[src/rtl/mux_rr_stream.sv]
// N-channel W-bit stream mux: fixed select or round-robin, registered output.
// Latency: 1 cycle from the input handshake to OUT_VALID with the data.
// Backpressure: IN_READY follows the output register's free/draining state, so there are no bubbles.
//
// Ports:
//   CLK, RST       clock, asynchronous active-high reset
//   IN_DATA        N*W packed channel data, channel i at [i*W +: W]
//   IN_VALID       per-channel valid
//   IN_READY       per-channel ready, at most one bit high (the granted channel)
//   MODE           0 = fixed select via S, 1 = round-robin
//   S              channel select for fixed mode; values >= N never grant
//   OUT, OUT_CH    registered data and the index of the channel that produced it
//   OUT_VALID      OUT holds a word not yet accepted
//   OUT_READY      consumer accepts OUT this cycle
module mux_rr_stream #(
  parameter int W  = 8,
  parameter int N  = 8,
  parameter int SW = 3
) (
  input  logic           CLK,
  input  logic           RST,
  input  logic [N*W-1:0] IN_DATA,
  input  logic [N-1:0]   IN_VALID,
  output logic [N-1:0]   IN_READY,
  input  logic           MODE,
  input  logic [SW-1:0]  S,
  output logic [W-1:0]   OUT,
  output logic           OUT_VALID,
  input  logic           OUT_READY,
  output logic [SW-1:0]  OUT_CH
);

  logic [W-1:0]  out_q,     out_d;
  logic          out_vld_q, out_vld_d;
  logic [SW-1:0] out_ch_q,  out_ch_d;
  logic [SW-1:0] ptr_q,     ptr_d;

  logic          load_en;
  logic          gnt_vld;
  logic [SW-1:0] gnt_idx;
  logic [W-1:0]  gnt_dat;
  logic          xfer;
  logic [N-1:0]  in_ready;

  // Register is free when empty, or when its current word leaves this cycle.
  assign load_en = !out_vld_q || OUT_READY;

  // Grant selection.
  // Round-robin: channels at or above PTR come first in scan order, then those
  // below it. Each loop runs high-to-low so the lowest index in a group wins,
  // and the second loop overrides the first so the >= PTR group has priority.
  always_comb begin
    gnt_vld = 1'b0;
    gnt_idx = '0;
    if (!MODE) begin
      for (int i = 0; i < N; i++) begin
        if (S == SW'(i) && IN_VALID[i]) begin
          gnt_vld = 1'b1;
          gnt_idx = SW'(i);
        end
      end
    end else begin
      for (int i = N - 1; i >= 0; i--) begin
        if (IN_VALID[i] && (SW'(i) < ptr_q)) begin
          gnt_vld = 1'b1;
          gnt_idx = SW'(i);
        end
      end
      for (int i = N - 1; i >= 0; i--) begin
        if (IN_VALID[i] && (SW'(i) >= ptr_q)) begin
          gnt_vld = 1'b1;
          gnt_idx = SW'(i);
        end
      end
    end
  end

  assign xfer = gnt_vld && load_en && !RST;

  // Data select and one-hot ready; data only feeds the register, never an output.
  always_comb begin
    gnt_dat  = '0;
    in_ready = '0;
    for (int i = 0; i < N; i++) begin
      if (gnt_idx == SW'(i)) begin
        gnt_dat     = IN_DATA[i*W +: W];
        in_ready[i] = xfer;
      end
    end
  end

  assign IN_READY = in_ready;

  // Next-state for the output register and round-robin pointer.
  always_comb begin
    out_d     = out_q;
    out_vld_d = out_vld_q;
    out_ch_d  = out_ch_q;
    ptr_d     = ptr_q;
    if (xfer) begin
      out_d     = gnt_dat;
      out_ch_d  = gnt_idx;
      out_vld_d = 1'b1;
      if (MODE) begin
        ptr_d = (gnt_idx == SW'(N - 1)) ? '0 : gnt_idx + SW'(1);
      end
    end else if (load_en) begin
      // Drained (or already empty) with nothing to replace it.
      out_vld_d = 1'b0;
    end
  end

  always_ff @(posedge CLK or posedge RST) begin
    if (RST) begin
      out_q     <= '0;
      out_vld_q <= 1'b0;
      out_ch_q  <= '0;
      ptr_q     <= '0;
    end else begin
      out_q     <= out_d;
      out_vld_q <= out_vld_d;
      out_ch_q  <= out_ch_d;
      ptr_q     <= ptr_d;
    end
  end

  assign OUT       = out_q;
  assign OUT_VALID = out_vld_q;
  assign OUT_CH    = out_ch_q;

endmodule

[config.mk]
export PLATFORM = sky130hd
export DESIGN_NAME = mux_rr_stream
export DESIGN_NICKNAME = d
export VERILOG_FILES = /design/src/rtl/mux_rr_stream.sv
export SDC_FILE = /design/constraint.sdc
export NUM_CORES = 1
export LEC_CHECK = 0
export ABC_AREA = 1
export CAP_MARGIN = 5
export CELL_PAD_IN_SITES_DETAIL_PLACEMENT = 0
export CELL_PAD_IN_SITES_GLOBAL_PLACEMENT = 1
export CORE_MARGIN = 3
export CORE_UTILIZATION = 25
export CTS_BUF_LIST = sky130_fd_sc_hd__clkbuf_8
export DETAILED_ROUTE_END_ITERATION = 10
export PLACE_DENSITY = 0.76
export REMOVE_ABC_BUFFERS = 1
export SLEW_MARGIN = 25
export SYNTH_ARGS = -nofsm -noshare
export SYNTH_HDL_FRONTEND = slang
export SYNTH_SLANG_ARGS = --single-unit
[constraint.sdc]
create_clock -name CLK -period 5.2 [get_ports CLK]
set_input_delay 1.56 -clock CLK [delete_from_list [all_inputs] [get_ports CLK]]
set_output_delay 1.56 -clock CLK [all_outputs]
set_load 0.02 [all_outputs]
After elaboration in Yosys (flattened, before gate mapping)
Index checks and enable logic that the tools add are counted.

Input port bits: 79. Register bits after elaboration: 15. Output and inout bits: 20.

Add/subtract/negate cells: 1. Muxes and demuxes: 68. Reductions and logical operators: 33. Equal/unequal tests: 14. $lt $le $gt $ge: 16.

Operator list (number): $mux 3 (24); $mux 8 (8); $mux 1 (36); $logic_and 1x1->1 (26); $eq 3x3->1 const B (8); $eq 3x2->1 const B (4); $ge 3x3->1 const A (4); $lt 3x3->1 const A (4); $eq 3x1->1 const B (2); $ge 1x3->1 const A (2); $ge 2x3->1 const A (2); $logic_not 3->1 (2); $lt 1x3->1 const A (2); $lt 2x3->1 const A (2); $add 3x1->3 const B (1); $logic_not 1->1 (2); $reduce_and 2->1 (1); $reduce_bool 2->1 (1); $logic_or 1x1->1 (1).

Longest topological paths before layout
Gate-level depths: netlist of the first run.

Depth in word-level cells: 28. Gate-level depth with buffers: 25. Mapped depth without buffers: 24.

Least setup slack after synthesis of the first run
No wires, ideal clock.

Path kind: input to output. Start point: in IN_VALID[5]. End point: out IN_READY[3]. Path buffers: 1. Cell stages on the path: 15. Arrival: 3766 ps. Slack: -126 ps. Cell sequence: nand3_1 > o21ai_0 > a21boi_0 > o21ai_0 > nand2_1 > nand2_1 > nand2_1 > a21oi_1 > o21ai_0 > nand2_1 > ha_1 > ha_1 > buf_1 > clkinv_1 > nor2_1.

Elaborated cells between the ends (all ways): 43. Those cells by class: eq/ne: 1; mux: 37; reduce/logical: 5.

RTL lines: from (decl) (RTL line 23) `input logic [N-1:0] IN_VALID,`; $logic_and 1x1->1 (RTL line 64) `if (IN_VALID[i] && (SW'(i) < ptr_q)) begin`; $mux 3 (6 in a row) (RTL line 64); $mux 3 (8 in a row) (RTL line 70) `if (IN_VALID[i] && (SW'(i) >= ptr_q)) begin`; $mux 3 (*) (RTL line 55) `if (!MODE) begin`; via gnt_idx[0] (RTL line 40) `logic [SW-1:0] gnt_idx;`; $eq 3x2->1 (*) (RTL line 85) `if (gnt_idx == SW'(i)) begin`; $mux 1 (*) (RTL line 85); to (decl) (RTL line 24) `output logic [N-1:0] IN_READY,`.

Mark *: on every way through the listed nets, which the timed path passes. The rest lies on a longest branch.

Final worst setup path of the first run
Start point: in IN_VALID[7]. End point: out IN_READY[7].

Elaborated cells between the ends (all ways): 43. Those cells by class: eq/ne: 1; mux: 37; reduce/logical: 5.

RTL lines (RTL line): $logic_and 1x1->1 (64); $mux 3 (8 in a row) (64); $mux 3 (8 in a row) (70); $mux 3 (*) (55); via gnt_idx[1] (40); $eq 3x3->1 (*) (85); $mux 1 (*) (85).

Marks and branches as above.

==> results by group, run 1 <==
Setup path
  – Cell Chain, Critical Path: clkdlybuf4s50_1 -> inv_1 -> nor3_1 -> nor2_1 -> nand2_1 -> a22oi_1 -> buf_4 -> inv_2 -> ha_4 -> ha_2 -> clkinv_1 -> nor2_1 -> buf_4
  – CP Launch Type: input port
  – Crit path depth: 13
  – Reg-to-reg startpoint: ptr_q[2]$_DFFE_PP0P_
  – Worst path slowest cell: clkdlybuf4s50_1
  – Reg-to-reg slack, setup: 2.25 ns
  – Family with the most delay on the worst path: buffers and inverters
  – Crit path buffers/inverters: 6
  – Crit Path Max Fanout: 3
  – Worst R2R Path Depth: 27
  – Crit path to: IN_READY[7]
  – CP required: about 3.6 ns
  – Crit Path Class: in -> out
  – Reg2reg end: OUT[2]$_DFFE_PP0P_
  – Largest stage delay on the critical path: roughly 0.45 ns
  – Worst Setup SP: IN_VALID[7]
  – WP data arrival: about 3.5 ns
  – Endpoint type of the worst setup path: output port

Yosys
  – Mux share of post-synthesis cell area: less than 1%
  – Main combinational cell family by area after synthesis: simple AND/OR/NAND/NOR gates
  – Largest cells by area after synthesis: nand2_1, dfrtp_1, inv_1, nor2_1, nand4_1
  – Area leader, netlist: nand2_1
  – Count leader, synth: nand2_1
  – Cell Area, Synth: 2120 um2
  – Yosys top cell area share: 23.9%
  – Async set-reset flop share out of synthesis: 100%
  – Most frequent cells after synthesis: nand2_1, inv_1, nor2_1
  – Syn avg cell area: roughly 5.6 um2
  – Adder-cell share of the synthesized area: 3.54%
  – Seq/Total Area, Yosys: 17.7%
  – Post-Synth XOR/XNOR Area: 0%
  – Post-Synth Simple-Gate Area: between 50 and 60%
  – Synth Register Bits: 15
  – Library cells used by synthesis: 36
  – Syn. warnings: 0
  – Post-Synthesis Cells: roughly 380
  – Post-synth top flop: dfrtp_1
  – Synth Area in Compound Gates: between 10% and 20%
  – Number of enable flip-flop cells after synthesis: 0

Floorplan
  – I/O pin count: 99
  – Core Box Area: 7970 um2
  – Initial core utilization: a little over a quarter
  – Die Width: about 98 um
  – Die area: 9640 um2
  – Die height: ~98 um
  – Num rows: 32

Power
  – Pleak: 1.97 nW
  – Pwr dens: roughly 340 nW/um2
  – Final Power: between 1 and 1.5 mW
  – Worst vdd ir: about 0.00021 V

Finish
  – # diodes: 0
  – Final #Nets: between 600 and 700
  – Share of cells above drive strength 1: between 10% and 20%
  – Layout area overhead: 72.9%

Timing
  – Final min period: just over 5 ns
  – Setup Viol. Count Final: 0
  – Slew HR: approximately 77%
  – Final setup skew: 0.00406 ns
  – RSZ-0062 raised after global routing: no
  – Hold Violations, Final: 0
  – Max Freq: 0.197 GHz
  – Final WS setup: between 0.1 and 0.15 ns
  – Worst-margin pin slew: ~0.34 ns
  – Final Slew Violations: 0
  – Tcrit/Tclk final: between 90% and 100%

Clocking
  – Clock latency on the worst-skew pair: between 0.2 and 0.25 ns
  – Clk sinks: 15
  – CTS buffer count: 3
  – CTS tree: built
  – Root Buffer: clkbuf_8
  – Max Buffers Root-to-Sink: 2
  – H-tree levels: 1
  – Clk slew on worst S/H paths: ~0.06 ns

Placement
  – Worst slack, placed: -0.617 ns
  – Final HPWL DP: 6.42 mm
  – Final Wtd Congestion: 0.880
  – Port Buffers: between 90 and 100

Detailed routing
  – DRT antenna net count: 0
  – Post-DR vias/cell: about 4.6
  – Via count: between 2000 and 3000
  – DR iter-0 viols: 122
  – Max Used Layer: met4
  – Routed wire length: 7.81 mm
  – WL met2: around 3.6 mm
  – DR WL/cell: between 10 and 15 um
  – Wire length on met3: 446 um
  – Routed met1 length: approximately 3.7 mm
  – Drt pass-1 iters: 5
  – DR DRC count: 0

Global route
  – First-pass GRT wire length: 12.8 mm
  – Total GRT Usage: between 15 and 20%
  – Initial antenna violation count: 0
  – GRT overflow: 0
  – Vias in the first global route: 2706
  – Largest net degree at the start of global routing: 26

Worst hold path
  – Hold crit path type: reg -> reg

Outcome
  – Outcome: finished clean

Job
  – Max_cap viols: 0
-- worst min-delay path by stage --
| stage | startpoint | endpoint | slack, ns | cells past startpoint |
|---|---|---|---|---|
| 3_5_place_dp | OUT[6]$_DFFE_PP0P_ | OUT[6]$_DFFE_PP0P_ | 0.46 | 2 |
| 2_1_floorplan | OUT[0]$_DFFE_PP0P_ | OUT[0]$_DFFE_PP0P_ | 0.59 | 2 |
| 6_report | OUT[7]$_DFFE_PP0P_ | OUT[7]$_DFFE_PP0P_ | 0.48 | 2 |
| 3_3_place_gp | OUT[3]$_DFFE_PP0P_ | OUT[3]$_DFFE_PP0P_ | 0.46 | 2 |
| 5_1_grt | OUT[6]$_DFFE_PP0P_ | OUT[6]$_DFFE_PP0P_ | 0.52 | 2 |
| 4_1_cts | OUT[6]$_DFFE_PP0P_ | OUT[6]$_DFFE_PP0P_ | 0.49 | 2 |
-- metal layers --
layer / track usage [%] / vias to the layer above
met4: 2.10 / 0
met5: 0 / -
met3: 2.43 / 8
met1: 21.4 / 1248
li1: - / 1469
met2: 26.6 / 96
-- repair_timing --
item / CTS / global route
hold buffers: 0 / 0
gates resized for setup: 48 / 26
buffers inserted: 2 / 3
setup endpoints to repair: 8 / 8
pin swaps: 1 / 14
-- where the power goes --
group	switching, mW	leakage (nW)	internal, mW
Combinational	0.528	1.76	0.435
Sequential	0.0476	0.189	0.164
Clock	0.0371	0.0255	0.0529
-- stage by stage --
stage | instances | setup TNS [ns] | utilization (%) | hold WS, ns | area [um2]
finish | 620 | 0 | 46.1 | 0.484 | 3670
global route | 620 | 0 | 46.1 | 0.520 | 3670
CTS | 617 | -0.0287 | 44.8 | 0.489 | 3570
detailed placement | 611 | -4.60 | 44.0 | 0.465 | 3500
global placement | 611 | -4.25 | 44.0 | 0.462 | 3500
floorplan | 367 | 0 | - | 0.591 | 2040
-- cell type report --
type                            instances  area, um2
Clock inverter                          1       5.00
Inverter                               64        246
Multi-Input combinational cell        288       1520
Tap cell                              102        128
Clock buffer                            3       41.3
Sequential cell                        15        375
Timing Repair Buffer                  147       1360
Fill cell                             848       4300
-- worst min-delay path, stage by stage (launching register included) --
cell	delay, ns
dfrtp_1	0.34
nand2_1	0.05
nand2_1	0.06
-- sequential cells by signal, summed over array words and instances (netlist names) --
register,count
ptr_q,3
OUT_CH,3
OUT,8
OUT_VALID,1
-- cells by family after synthesis --
logic type / after synthesis
and+or+nand+nor: 243
muxes: 1
adders and majority gates: 6
buffers and inverters: 78
DFF: 15
AOI/OAI and AO/OA: 38
-- cells in the final DEF, fill, tap and decap left out, types with 2 or more instances in the layout --
master	instances
a21oi_2	8
o21ai_0	14
inv_2	5
nand4_1	27
ha_2	2
a21oi_1	4
nand3_2	3
nand3_1	12
nor3_1	5
or2_1	6
nand2_4	3
nand2_8	2
o21ai_1	4
dlymetal6s2s_1	8
clkdlybuf4s50_1	80
buf_4	51
clkbuf_8	3
nand2_2	5
nor2_1	45
dfrtp_1	15
ha_4	4
buf_2	3
nand2_1	132
inv_1	56
buf_6	2
(Power assumes the default switching activity.)
==> run 2, diff against run 1 <==
Settings changed: SLEW_MARGIN 25 to 20.
==> results of run 2 <==
Final layout, timing and power as in run 1 (identical DEF).
